[config.mk]
export PLATFORM = sky130hd
export DESIGN_NAME = uart_packet_receiver
export DESIGN_NICKNAME = d
export VERILOG_FILES = /design/src/rtl/uart_packet_receiver.sv
export SDC_FILE = /design/constraint.sdc
export NUM_CORES = 1
export LEC_CHECK = 0
export BUFFER_PORTS_ARGS = -buffer_cell sky130_fd_sc_hd__clkbuf_2
export CAP_MARGIN = 10
export CORE_ASPECT_RATIO = 2
export CORE_UTILIZATION = 40
export CTS_BUF_LIST = sky130_fd_sc_hd__clkbuf_8
export DETAILED_ROUTE_END_ITERATION = 10
export HOLD_SLACK_MARGIN = 0.15
export PLACE_DENSITY = 0.53
export SYNTH_ARGS = -nofsm -noshare
export SYNTH_HDL_FRONTEND = slang
export SYNTH_SLANG_ARGS = --single-unit
[constraint.sdc]
create_clock -name clock -period 3.01 [get_ports clock]
set_clock_uncertainty 0.05 [all_clocks]
set_input_delay 0.602 -clock clock [delete_from_list [all_inputs] [get_ports clock]]
set_output_delay 0.602 -clock clock [all_outputs]
set_load 0.03 [all_outputs]
[src/rtl/uart_packet_receiver.sv]
// Oversampling UART receiver with configurable frame format, feeding a first-word
// fall-through FIFO that tags terminator words on a valid/ready stream.
module uart_packet_receiver #(
    parameter int CLOCK_FREQUENCY = 100000000,
    parameter int BAUD_RATE = 115200,
    parameter int OVERSAMPLE = 16,
    parameter int DATA_BITS = 8,
    parameter int PARITY_MODE = 0,
    parameter int STOP_BITS = 1,
    parameter int FIFO_DEPTH = 16,
    parameter int TERMINATOR_ENABLE = 1,
    parameter logic [DATA_BITS-1:0] TERMINATOR = '0
) (
    input  logic                                 clock,
    input  logic                                 reset,
    input  logic                                 uart_receive,
    output logic [DATA_BITS-1:0]                 m_data,
    output logic                                 m_last,
    output logic                                 m_valid,
    input  logic                                 m_ready,
    output logic [$clog2(FIFO_DEPTH+1)-1:0]      fill_level,
    output logic                                 parity_error,
    output logic                                 framing_error,
    output logic                                 overflow
);

    localparam int RAW_DIV = CLOCK_FREQUENCY / (BAUD_RATE * OVERSAMPLE);
    localparam int DIV = (RAW_DIV < 1) ? 1 : RAW_DIV;
    localparam int DIV_W = (DIV > 1) ? $clog2(DIV) : 1;
    localparam int OS_W = $clog2(OVERSAMPLE);
    localparam int PTR_W = $clog2(FIFO_DEPTH);
    localparam int CNT_W = $clog2(FIFO_DEPTH + 1);

    typedef enum logic [2:0] {IDLE, START, DATA, PARITY, STOP, RECOVER} state_t;

    state_t               state;
    logic                 sync0, sync1, line_prev;
    logic                 start_edge;
    logic [DIV_W-1:0]     div_cnt;
    logic                 tick;
    logic [OS_W-1:0]      os_cnt;
    logic                 sample_mid, sample_bit;
    logic [3:0]           bit_cnt;
    logic [DATA_BITS-1:0] shift;
    logic                 parity_bad, stop_bad, finishing;

    logic [DATA_BITS:0]   mem [FIFO_DEPTH];
    logic [PTR_W-1:0]     wr_ptr, rd_ptr;
    logic [CNT_W-1:0]     count;
    logic                 fifo_full, pop, frame_good, wr_en, is_last;

    always_ff @(posedge clock or negedge reset) begin
        if (!reset) begin
            sync0     <= 1'b1;
            sync1     <= 1'b1;
            line_prev <= 1'b1;
        end else begin
            sync0     <= uart_receive;
            sync1     <= sync0;
            line_prev <= sync1;
        end
    end

    assign start_edge = line_prev & ~sync1;

    // Restarting the divider on the start edge aligns every later tick to the frame.
    always_ff @(posedge clock or negedge reset) begin
        if (!reset) begin
            div_cnt <= '0;
        end else if ((state == IDLE && start_edge) || div_cnt == DIV_W'(DIV - 1)) begin
            div_cnt <= '0;
        end else begin
            div_cnt <= div_cnt + DIV_W'(1);
        end
    end

    assign tick       = (div_cnt == DIV_W'(DIV - 1));
    assign sample_mid = tick && (os_cnt == OS_W'(OVERSAMPLE / 2 - 1));
    assign sample_bit = tick && (os_cnt == OS_W'(OVERSAMPLE - 1));

    assign fifo_full  = (count == CNT_W'(FIFO_DEPTH));
    assign pop        = m_valid && m_ready;
    assign frame_good = (state == STOP) && finishing && !stop_bad && !parity_bad;
    assign wr_en      = frame_good && (!fifo_full || pop);
    assign is_last    = (TERMINATOR_ENABLE != 0) && (shift == TERMINATOR);

    always_ff @(posedge clock or negedge reset) begin
        if (!reset) begin
            state         <= IDLE;
            os_cnt        <= '0;
            bit_cnt       <= '0;
            shift         <= '0;
            parity_bad    <= 1'b0;
            stop_bad      <= 1'b0;
            finishing     <= 1'b0;
            parity_error  <= 1'b0;
            framing_error <= 1'b0;
            overflow      <= 1'b0;
        end else begin
            parity_error  <= 1'b0;
            framing_error <= 1'b0;
            overflow      <= 1'b0;
            if (tick && state != IDLE) begin
                os_cnt <= (os_cnt == OS_W'(OVERSAMPLE - 1)) ? '0 : os_cnt + OS_W'(1);
            end
            case (state)
                IDLE: begin
                    if (start_edge) begin
                        state  <= START;
                        os_cnt <= '0;
                    end
                end
                START: begin
                    if (sample_mid) begin
                        os_cnt     <= '0;
                        bit_cnt    <= '0;
                        parity_bad <= 1'b0;
                        stop_bad   <= 1'b0;
                        finishing  <= 1'b0;
                        state      <= sync1 ? IDLE : DATA;
                    end
                end
                DATA: begin
                    if (sample_bit) begin
                        shift <= {sync1, shift[DATA_BITS-1:1]};
                        if (bit_cnt == 4'(DATA_BITS - 1)) begin
                            bit_cnt <= '0;
                            state   <= (PARITY_MODE != 0) ? PARITY : STOP;
                        end else begin
                            bit_cnt <= bit_cnt + 4'd1;
                        end
                    end
                end
                PARITY: begin
                    if (sample_bit) begin
                        parity_bad <= ((^shift) ^ sync1) != (PARITY_MODE == 2);
                        state      <= STOP;
                    end
                end
                STOP: begin
                    // One extra cycle after the final stop sample resolves the frame outcome.
                    if (finishing) begin
                        finishing <= 1'b0;
                        if (stop_bad) begin
                            framing_error <= 1'b1;
                            state         <= RECOVER;
                        end else if (parity_bad) begin
                            parity_error <= 1'b1;
                            state        <= IDLE;
                        end else begin
                            overflow <= fifo_full && !pop;
                            state    <= IDLE;
                        end
                    end else if (sample_bit) begin
                        if (!sync1) begin
                            stop_bad <= 1'b1;
                        end
                        if (bit_cnt == 4'(STOP_BITS - 1)) begin
                            finishing <= 1'b1;
                        end else begin
                            bit_cnt <= bit_cnt + 4'd1;
                        end
                    end
                end
                RECOVER: begin
                    if (sync1) begin
                        state <= IDLE;
                    end
                end
                default: state <= IDLE;
            endcase
        end
    end

    always_ff @(posedge clock or negedge reset) begin
        if (!reset) begin
            wr_ptr <= '0;
            rd_ptr <= '0;
            count  <= '0;
        end else begin
            if (wr_en) begin
                wr_ptr <= wr_ptr + PTR_W'(1);
            end
            if (pop) begin
                rd_ptr <= rd_ptr + PTR_W'(1);
            end
            if (wr_en && !pop) begin
                count <= count + CNT_W'(1);
            end else if (!wr_en && pop) begin
                count <= count - CNT_W'(1);
            end
        end
    end

    always_ff @(posedge clock) begin
        if (wr_en) begin
            mem[wr_ptr] <= {is_last, shift};
        end
    end

    // Head word is gated so the stream reads as zero whenever the FIFO is empty.
    assign m_valid    = (count != '0);
    assign m_data     = m_valid ? mem[rd_ptr][DATA_BITS-1:0] : '0;
    assign m_last     = m_valid && mem[rd_ptr][DATA_BITS];
    assign fill_level = count;

endmodule

==> impl_metrics.yaml, run 1 <==
layout:
  fill_cells: 1773
  area_delta_synth_final_pct: 12.8
  post-route-cell-area_mm2: 0.00911
  antenna_cells: 0
  multiInputGateArea_mm2: 0.00242
  finalNetCount: 554
  layout_common_cells: "144 x edfxtp_1, 43 x dfrtp_1, 36 x mux4_2"
  regArea_mm2: 0.00551
  drive_gt1_share_pct: 24.5
  layout.cells.non_filler: 805
  layout_commonest_cell: "edfxtp_1"
timing:
  maxSlewHeadroom_pct: 36.6
  rsz0062_at_grt: "no"
  max_freq_mhz: 351
  worst_pin_slew_ps: 951
  setup_viol: 0
  period_share_pct: 94.8
  drv_slew: 0
  tns_ps: 0
  min_period_ps: 2850
  hold_viol_final: 0
die:
  ios: 22
  dieHeight_um: 203
  start_util_pct: 40.8
  coreArea_mm2: 0.0198
  rows: 73
  die-width_um: 102
  dieArea_mm2: 0.0208
power:
  comb_power_share_pct: 22.7
  intPower_w: 0.00434
  p_leak_nw: 3.56
  clkPwrFrac_pct: 27.0
  worst_ir_drop_vdd_mv: 0.311
  p_per_area_mw_per_mm2: 667
  netSwitchingFraction_pct: 28.7
  p_sw_w: 0.00174
  p_seq_share_pct: 50.3
clocking:
  insertion_delay_ps: 450
  tritoncts: "done"
  root_buffer: "clkbuf_8"
  cts_buffers: 17
  cts_max_level: 4
  cts_buffer_depth: 2
  clk_pin_slew_worst_paths_ps: 90
  clock_sinks: 191
critical_path:
  cp.required_ps: 2360
  arrival_ps: 2200
  cp-start-kind: "register"
  ff2ff_path_depth: 11
  path_class: "reg2out"
  worstSetupEndpointType: "primary output"
  worstReg2RegStart: "fill_level[0]$_DFFE_PN0P_"
  cp_max_fo: 18
  rrSetupSlack_ps: 260
  r2r_end: "fill_level[4]$_DFFE_PN0P_"
yosys:
  synthFlopType: "edfxtp_1"
  synth.avg_cell_area_um2: 17.0
  synth-edff-count: 144
  syn_inst: 476
  async_reset_ff_share_pct: 24.6
  syn_area_mm2: 0.00808
  ys_seq_area_share_pct: 68.1
  yosys_warnings: 0
  synth-seq-cells: 191
  postSynthNetCount: 499
  synthDistinctLibCells: 55
worst_hold_path:
  hold_class: "in2async"
routing:
  avgRoutedWirePerCell_um: 19.9
  postRouteAntennaNets: 0
  drc: 0
  drt_wl_total_um: 16000
  dr.pass1.iters: 4
  vias: 4194
  drt-initial-drc-count: 209
  viasPerCell: 5.21
placed_design:
  placed_area_mm2: 0.00866
  place.detailed.hpwl_um: 11200
  dp.cells: 770
  gp_congestion: 0.770
  port_buffers: 21
grt:
  gr-total-overflow: 0
  grt_pass1_vias: 4630
  grtUsageTotal_pct: 16.9
  grt_max_degree: 38
  grt_antenna_before_repair: 0
  grt_pass1_wl_um: 25200
run_status:
  status: "finished clean"
run:
  cap_violations: 0
## power groups by stage
stage	combinational (W)	clock, W	sequential, W
final	0.00138	0.00164	0.00306
after global routing	0.00150	0.00177	0.00308
after CTS	0.00140	0.00169	0.00306
after detailed placement	0.00131	0	0.00312
after global placement	0.00129	0	0.00311
after floorplan	0.000912	0	0.00314
## sequential cells by signal (all words and copies together), names as in the netlist, 3 cells and up
signal / flops
rd_ptr: 4
state: 3
fill_level: 5
bit_cnt: 4
os_cnt: 4
wr_ptr: 4
shift: 8
div_cnt: 6
mem: 144
## logic make-up after synthesis
group / Yosys count / synth area share (%)
DFF: 191 / 68.1
and+or+nand+nor: 96 / 6.88
muxes: 66 / 13.9
AOI/OAI and AO/OA: 46 / 3.72
buffers and inverters: 36 / 1.98
xor gates and xnor gates: 22 / 2.39
adders and majority gates: 19 / 3.04
## worst max path at each step
stage | start | end
6_report | rd_ptr[0]$_DFFE_PN0P_ | m_last
5_1_grt | rd_ptr[0]$_DFFE_PN0P_ | m_data[1]
4_1_cts | rd_ptr[0]$_DFFE_PN0P_ | m_last
3_5_place_dp | m_ready | fill_level[4]$_DFFE_PN0P_
3_3_place_gp | m_ready | fill_level[4]$_DFFE_PN0P_
2_1_floorplan | fill_level[0]$_DFFE_PN0P_ | fill_level[4]$_DFFE_PN0P_
## per-layer routing
| layer | GRT usage, % | share of wire (%) | up-vias |
|---|---|---|---|
| met2 | 33.6 | 61 | 47 |
| met4 | 5.82 | 1.7 | 0 |
| li1 | - | - | 1946 |
| met1 | 16.7 | 35 | 2184 |
| met3 | 2.99 | 1.9 | 17 |
| met5 | 0 | 0 | - |
## layout make-up
cell class | count | area share, %
Tap cell | 262 | 3.60
Clock inverter | 14 | 1.66
Clock buffer | 17 | 2.57
Inverter | 19 | 0.783
Multi-Input combinational cell | 249 | 26.5
Timing Repair Buffer | 53 | 4.45
Sequential cell | 191 | 60.4
## cells in the mapped netlist, types with 6 or more instances
cell,count,area share [%]
dfrtp_1,44,14
nor3_1,6,0.37
o22ai_1,9,0.70
nor2_1,31,1.4
xnor2_1,13,1.4
xor2_1,9,0.98
nand2b_1,6,0.46
nand2_1,21,0.98
a21oi_1,9,0.56
mux4_2,36,10
o21ai_0,11,0.68
ha_1,18,2.8
mux2i_1,26,3.2
inv_1,18,0.84
buf_2,6,0.37
edfxtp_1,144,54
nand3_1,8,0.50
## per-stage QoR
| stage | hold slack, ps | utilization, % | setup slack [ps] | power, W |
|---|---|---|---|---|
| 5_1_grt | 276 | 46.0 | 52.8 | 0.00635 |
| 4_1_cts | 233 | 45.9 | 13.2 | 0.00615 |
| 3_3_place_gp | 297 | 43.7 | 262 | 0.00439 |
| 6_report | 236 | 46.0 | 157 | 0.00608 |
| 2_1_floorplan | 256 | - | 94.3 | 0.00405 |
| 3_5_place_dp | 297 | 43.7 | 191 | 0.00443 |
## worst max-delay path, cell delays in order (launching register included)
cell and delay (ps):
dfrtp_2 430, buf_12 130, buf_16 190, mux4_2 520, mux2i_1 160, o22ai_1 120
clkbuf_2 200
## timing repair
action / in CTS / in global routing
hold buffers: 1 / 0
gates resized for setup: 2 / 1
endpoints found under the hold margin: 1 / 0
setup endpoints to repair: 8 / 5
gates cloned: 1 / 0
buffers inserted: 1 / 1
No activity file was read; power rests on OpenSTA's default activity.
==> run 2, diff against run 1 <==
- REMOVE_ABC_BUFFERS: not set -> 1
==> run 2 against run 1 <==
Compared with the run above: worst hold slack improved by 75 ps; wire length fell by 1.6%; design area rose by 0.40%; die area did not move; maximum frequency fell by 0.56%; highest routed layer unchanged.
==> impl_metrics.yaml, run 2 (synthesis gave the netlist of run 1 again) <==
placed_design:
  pre_cts_ws_ps: 235
  dp.cells: 772
  place.detailed.hpwl_um: 11200
  port_buffers: 21
  gp_congestion: 0.826
grt:
  grt_pass1_wl_um: 25400
  grt_antenna_before_repair: 0
  gr-total-overflow: 0
  grt_pass1_vias: 4637
  grt_max_degree: 37
  grtUsageTotal_pct: 17.0
routing:
  drt-initial-drc-count: 170
  avgRoutedWirePerCell_um: 19.4
  viasPerCell: 5.17
  drt_wl_total_um: 15700
  dr.pass1.iters: 4
  postRouteAntennaNets: 0
  vias: 4187
  drc: 0
power:
  p_seq_share_pct: 50.1
  worst_ir_drop_vdd_mv: 0.371
  p_per_area_mw_per_mm2: 669
  p_sw_w: 0.00174
  clkPwrFrac_pct: 28.0
  p_leak_nw: 3.59
  netSwitchingFraction_pct: 28.5
  intPower_w: 0.00438
  comb_power_share_pct: 21.9
  power.total_w: 0.00612
critical_path:
  crit_chain: "buf_4 -> buf_4 -> mux4_2 -> mux2i_1 -> o22ai_1 -> clkbuf_2"
  worstReg2RegStart: "fill_level[0]$_DFFE_PN0P_"
  rrSetupSlack_ps: 380
  r2r_end: "fill_level[4]$_DFFE_PN0P_"
  ff2ff_path_depth: 11
  critPathMaxStageDelay_ps: 530
  cp_max_fo: 5
  worst-path-buf-inv: 3
  path_class: "reg2out"
  cp-start-kind: "register"
  arrival_ps: 2220
  crit_top_cell: "buf_4"
  cp.required_ps: 2360
  worstSetupEndpointType: "primary output"
  critPathTopFamily: "multiplexers"
  cp_slowest_cell: "dfrtp_4"
layout:
  largest-register: "mem"
  antenna_cells: 0
  layout_common_cells: "144 x edfxtp_1, 43 x dfrtp_1, 36 x mux4_2"
  area_delta_synth_final_pct: 13.3
  layout_top_registers: "mem: 144 flops, shift: 8 flops, div_cnt: 6 flops"
  drive_gt1_share_pct: 25.7
  layout_commonest_cell: "edfxtp_1"
  layout.cells.non_filler: 810
  finalNetCount: 558
  fill_cells: 1755
  largest_register_ffs: 144
worst_hold_path:
  hold_class: "reg2reg"
  hold_depth: 0
  hold_path_startpoint: "sync0$_DFF_PN1_"
  hold_end: "sync1$_DFF_PN1_"
timing:
  layout_setup_ws_ps: 141
  max_freq_mhz: 349
  rsz0062_at_grt: "no"
  period_share_pct: 95.3
  setup_viol: 0
  min_period_ps: 2870
  maxSlewHeadroom_pct: 59.3
  drv_slew: 0
  hold_viol_final: 0
  whs_ps: 311
  worst_pin_slew_ps: 610
die:
  start_util_pct: 40.8
  coreArea_mm2: 0.0198
  rows: 73
  die-width_um: 102
  ios: 22
  dieArea_mm2: 0.0208
  dieHeight_um: 203
clocking:
  tritoncts: "done"
  insertion_delay_ps: 450
  clock_sinks: 191
  cts_max_level: 4
  cts_buffers: 17
  clk_pin_slew_worst_paths_ps: 90
  cts_buffer_depth: 2
  root_buffer: "clkbuf_8"
run:
  cap_violations: 0
run_status:
  status: "finished clean"
## run 2: cell count changes in the layout (fill, tap and decap cells not counted), sizes merged
| cell | before | now |
|---|---|---|
| dlygate4sd3 | 1 | 2 |
| clkinv | 9 | 4 |
| inv | 20 | 25 |
| clkbuf | 38 | 39 |
| buf | 31 | 35 |
| clkinvlp | 1 | 0 |
## run 2: what timing repair did
action,4_1_cts,5_1_grt
hold buffers,2,0
hold endpoints to repair,23,0
gates resized for setup,3,3
buffers inserted,4,0
setup endpoints to repair,9,9
## run 2: worst register-to-register path, stage by stage, from the launching register on
cell and delay [ps]:
dfrtp_1 460, nor4_2 320, nand2b_1 100, nand2_1 160, ha_1 210, inv_1 110, fa_1 420, a21o_1 180
a21oi_1 180, xnor2_1 130, nor2_1 60, xor2_1 150
## run 2: metrics by stage
step	TNS, ps	utilization, %	area (µm²)
2_1_floorplan	-2440	-	7990
3_3_place_gp	0	43.8	8670
3_5_place_dp	0	43.8	8670
4_1_cts	0	46.1	9140
5_1_grt	0	46.2	9150
6_report	0	46.2	9150
## run 2: final cells by class
type                       instances  area [µm²]  area share (%)
inverter                          19        71.3           0.779
tap                              262         328            3.58
multi-input combinational        249        2430            26.5
sequential                       191        5510            60.2
clock buffer                      19         262            2.86
timing repair buffer              57         405            4.43
clock inverter                    13         148            1.61
## run 2: layer usage
layer	routed length [µm]	share of wire (%)	GRT usage, %	vias to the layer above
met5	0	0	0	-
met4	318	2.0	6.94	0
met3	330	2.1	3.37	22
met2	9530	61	33.1	62
met1	5550	35	16.6	2146
li1	-	-	-	1957
## run 2: how the worst max path moves through the flow
stage / startpoint / end / cells after the start
6_report: rd_ptr[0]$_DFFE_PN0P_ / m_data[5] / 6
5_1_grt: rd_ptr[0]$_DFFE_PN0P_ / m_last / 5
4_1_cts: rd_ptr[0]$_DFFE_PN0P_ / m_data[7] / 5
3_5_place_dp: m_ready / fill_level[4]$_DFFE_PN0P_ / 11
3_3_place_gp: m_ready / fill_level[4]$_DFFE_PN0P_ / 11
2_1_floorplan: rd_ptr[0]$_DFFE_PN0P_ / m_data[0] / 3
## run 2: power by group through the flow
stage          combinational [W]  clock, W  sequential, W
3_3_place_gp             0.00129         0        0.00313
2_1_floorplan           0.000649         0        0.00336
6_report                 0.00134   0.00172        0.00306
3_5_place_dp             0.00131         0        0.00314
5_1_grt                  0.00147   0.00187        0.00309
4_1_cts                  0.00138   0.00177        0.00307
==> run 3, diff against run 2 <==
- RECOVER_POWER: not set -> 50
==> run 3 against run 2 <==
Compared with the run above: flip-flop and latch count unchanged; combinational power about the same; global-route usage stayed put; worst hold slack better by 5.4 ps; critical path depth unchanged; wire length hardly changed; critical path type unchanged.
==> impl_metrics.yaml, run 3 (synthesis gave the netlist of run 1 again) <==
clocking:
  cts_buffers: 17
  insertion_delay_ps: 460
  clock_sinks: 191
  cts_buffer_depth: 2
  tritoncts: "done"
  root_buffer: "clkbuf_8"
  clk_pin_slew_worst_paths_ps: 90
  cts_max_level: 4
worst_hold_path:
  hold_class: "reg2reg"
critical_path:
  path_depth: 6
  cp.required_ps: 2360
  critPathMaxStageDelay_ps: 530
  worstSetupEndpointType: "primary output"
  ff2ff_path_depth: 11
  crit_path_end: "m_data[5]"
  arrival_ps: 2230
  cp_max_fo: 5
  crit_chain: "buf_4 -> buf_4 -> mux4_2 -> mux2i_1 -> o22ai_1 -> clkbuf_2"
  cp-start-kind: "register"
  crit_top_cell: "buf_4"
  r2r_end: "fill_level[4]$_DFFE_PN0P_"
  critPathTopFamily: "multiplexers"
  path_class: "reg2out"
  worstReg2RegStart: "fill_level[0]$_DFFE_PN0P_"
  rrSetupSlack_ps: 380
  cp_slowest_cell: "dfrtp_4"
  crit_start: "rd_ptr[0]$_DFFE_PN0P_"
  worst-path-buf-inv: 3
timing:
  maxSlewHeadroom_pct: 12.2
  period_share_pct: 95.9
  tns_ps: 0
  drv_slew: 0
  whs_ps: 316
  rsz0062_at_grt: "no"
  hold_viol_final: 0
  setup_viol: 0
  min_period_ps: 2890
  worst_pin_slew_ps: 1320
  max_freq_mhz: 346
grt:
  grt_antenna_before_repair: 0
  grtUsageTotal_pct: 17.0
  gr-total-overflow: 0
  grt_pass1_vias: 4637
  grt_max_degree: 37
  grt_pass1_wl_um: 25400
placed_design:
  port_buffers: 21
  dp.cells: 772
  gp_congestion: 0.826
  place.detailed.hpwl_um: 11200
power:
  p_leak_nw: 3.55
  worst_ir_drop_vdd_mv: 0.369
  p_per_area_mw_per_mm2: 671
  power.total_w: 0.00611
die:
  rows: 73
  ios: 22
  die-width_um: 102
  coreArea_mm2: 0.0198
  dieArea_mm2: 0.0208
  dieHeight_um: 203
  start_util_pct: 40.8
layout:
  layout_top_registers: "mem: 144 flops, shift: 8 flops, div_cnt: 6 flops"
  largest_register_ffs: 144
  layout_common_cells: "144 x edfxtp_1, 43 x dfrtp_1, 36 x mux4_2"
  area_delta_synth_final_pct: 12.8
  fill_cells: 1765
  drive_gt1_share_pct: 23.2
  finalNetCount: 558
  layout_commonest_cell: "edfxtp_1"
  antenna_cells: 0
  layout.cells.non_filler: 810
  largest-register: "mem"
routing:
  drt_wl_total_um: 15700
  postRouteAntennaNets: 0
  drc: 0
  dr.pass1.iters: 4
  vias: 4206
  viasPerCell: 5.19
  drt-initial-drc-count: 175
  avgRoutedWirePerCell_um: 19.4
run:
  cap_violations: 0
run_status:
  status: "finished clean"
-- run 3: changes by cell type in the layout (fill, tap and decap cells not counted) --
| cell | delta |
|---|---|
| dfstp_1 | +1 |
| clkbuf_1 | +12 |
| nor3b_4 | -1 |
| clkbuf_2 | -6 |
| buf_4 | -6 |
| o21ai_1 | -1 |
| nor3b_1 | +1 |
| o21ai_0 | +1 |
| dfstp_2 | -1 |
-- run 3: worst min path at each step --
stage,start,endpoint,slack [ps],cells past startpoint
3_3_place_gp,sync0$_DFF_PN1_,sync1$_DFF_PN1_,300,0
6_report,sync0$_DFF_PN1_,sync1$_DFF_PN1_,320,0
5_1_grt,sync0$_DFF_PN1_,sync1$_DFF_PN1_,320,0
4_1_cts,sync0$_DFF_PN1_,sync1$_DFF_PN1_,310,0
3_5_place_dp,sync0$_DFF_PN1_,sync1$_DFF_PN1_,300,0
2_1_floorplan,reset,bit_cnt[0]$_DFFE_PN0P_,260,0
-- run 3: metal layers --
| layer | wire, µm | global-route usage [%] |
|---|---|---|
| met1 | 5520 | 16.6 |
| met2 | 9560 | 33.1 |
| met3 | 331 | 3.37 |
| met4 | 324 | 6.94 |
| met5 | 0 | 0 |
-- run 3: cell type report --
cell class / count / area, µm² / area share (%)
Sequential cell: 191 / 5510 / 60.5
Clock buffer: 19 / 262 / 2.87
Multi-Input combinational cell: 249 / 2420 / 26.5
Inverter: 19 / 71.3 / 0.783
Clock inverter: 13 / 148 / 1.62
Timing Repair Buffer: 57 / 375 / 4.12
Tap cell: 262 / 328 / 3.60
-- run 3: what timing repair did --
item / 4_1_cts / 5_1_grt
resized for setup: 3 / 3
setup buffers: 4 / 0
cloned: 0 / 0
endpoints found under the setup margin: 9 / 9
hold endpoints to repair: 23 / 0
hold buffers: 2 / 0
-- run 3: power breakdown --
part / switching, W / internal, W
clock network: 0.000864 / 0.000857
registers: 0.000144 / 0.00292
logic: 0.000738 / 0.000592
-- run 3: through the flow --
stage	area (µm²)	setup slack, ps	util (%)
final	9110	123	46.0
after CTS	9140	62.9	46.1
after global routing	9110	8.79	46.0
after global placement	8670	281	43.8
after floorplan	7990	-271	-
after detailed placement	8670	235	43.8
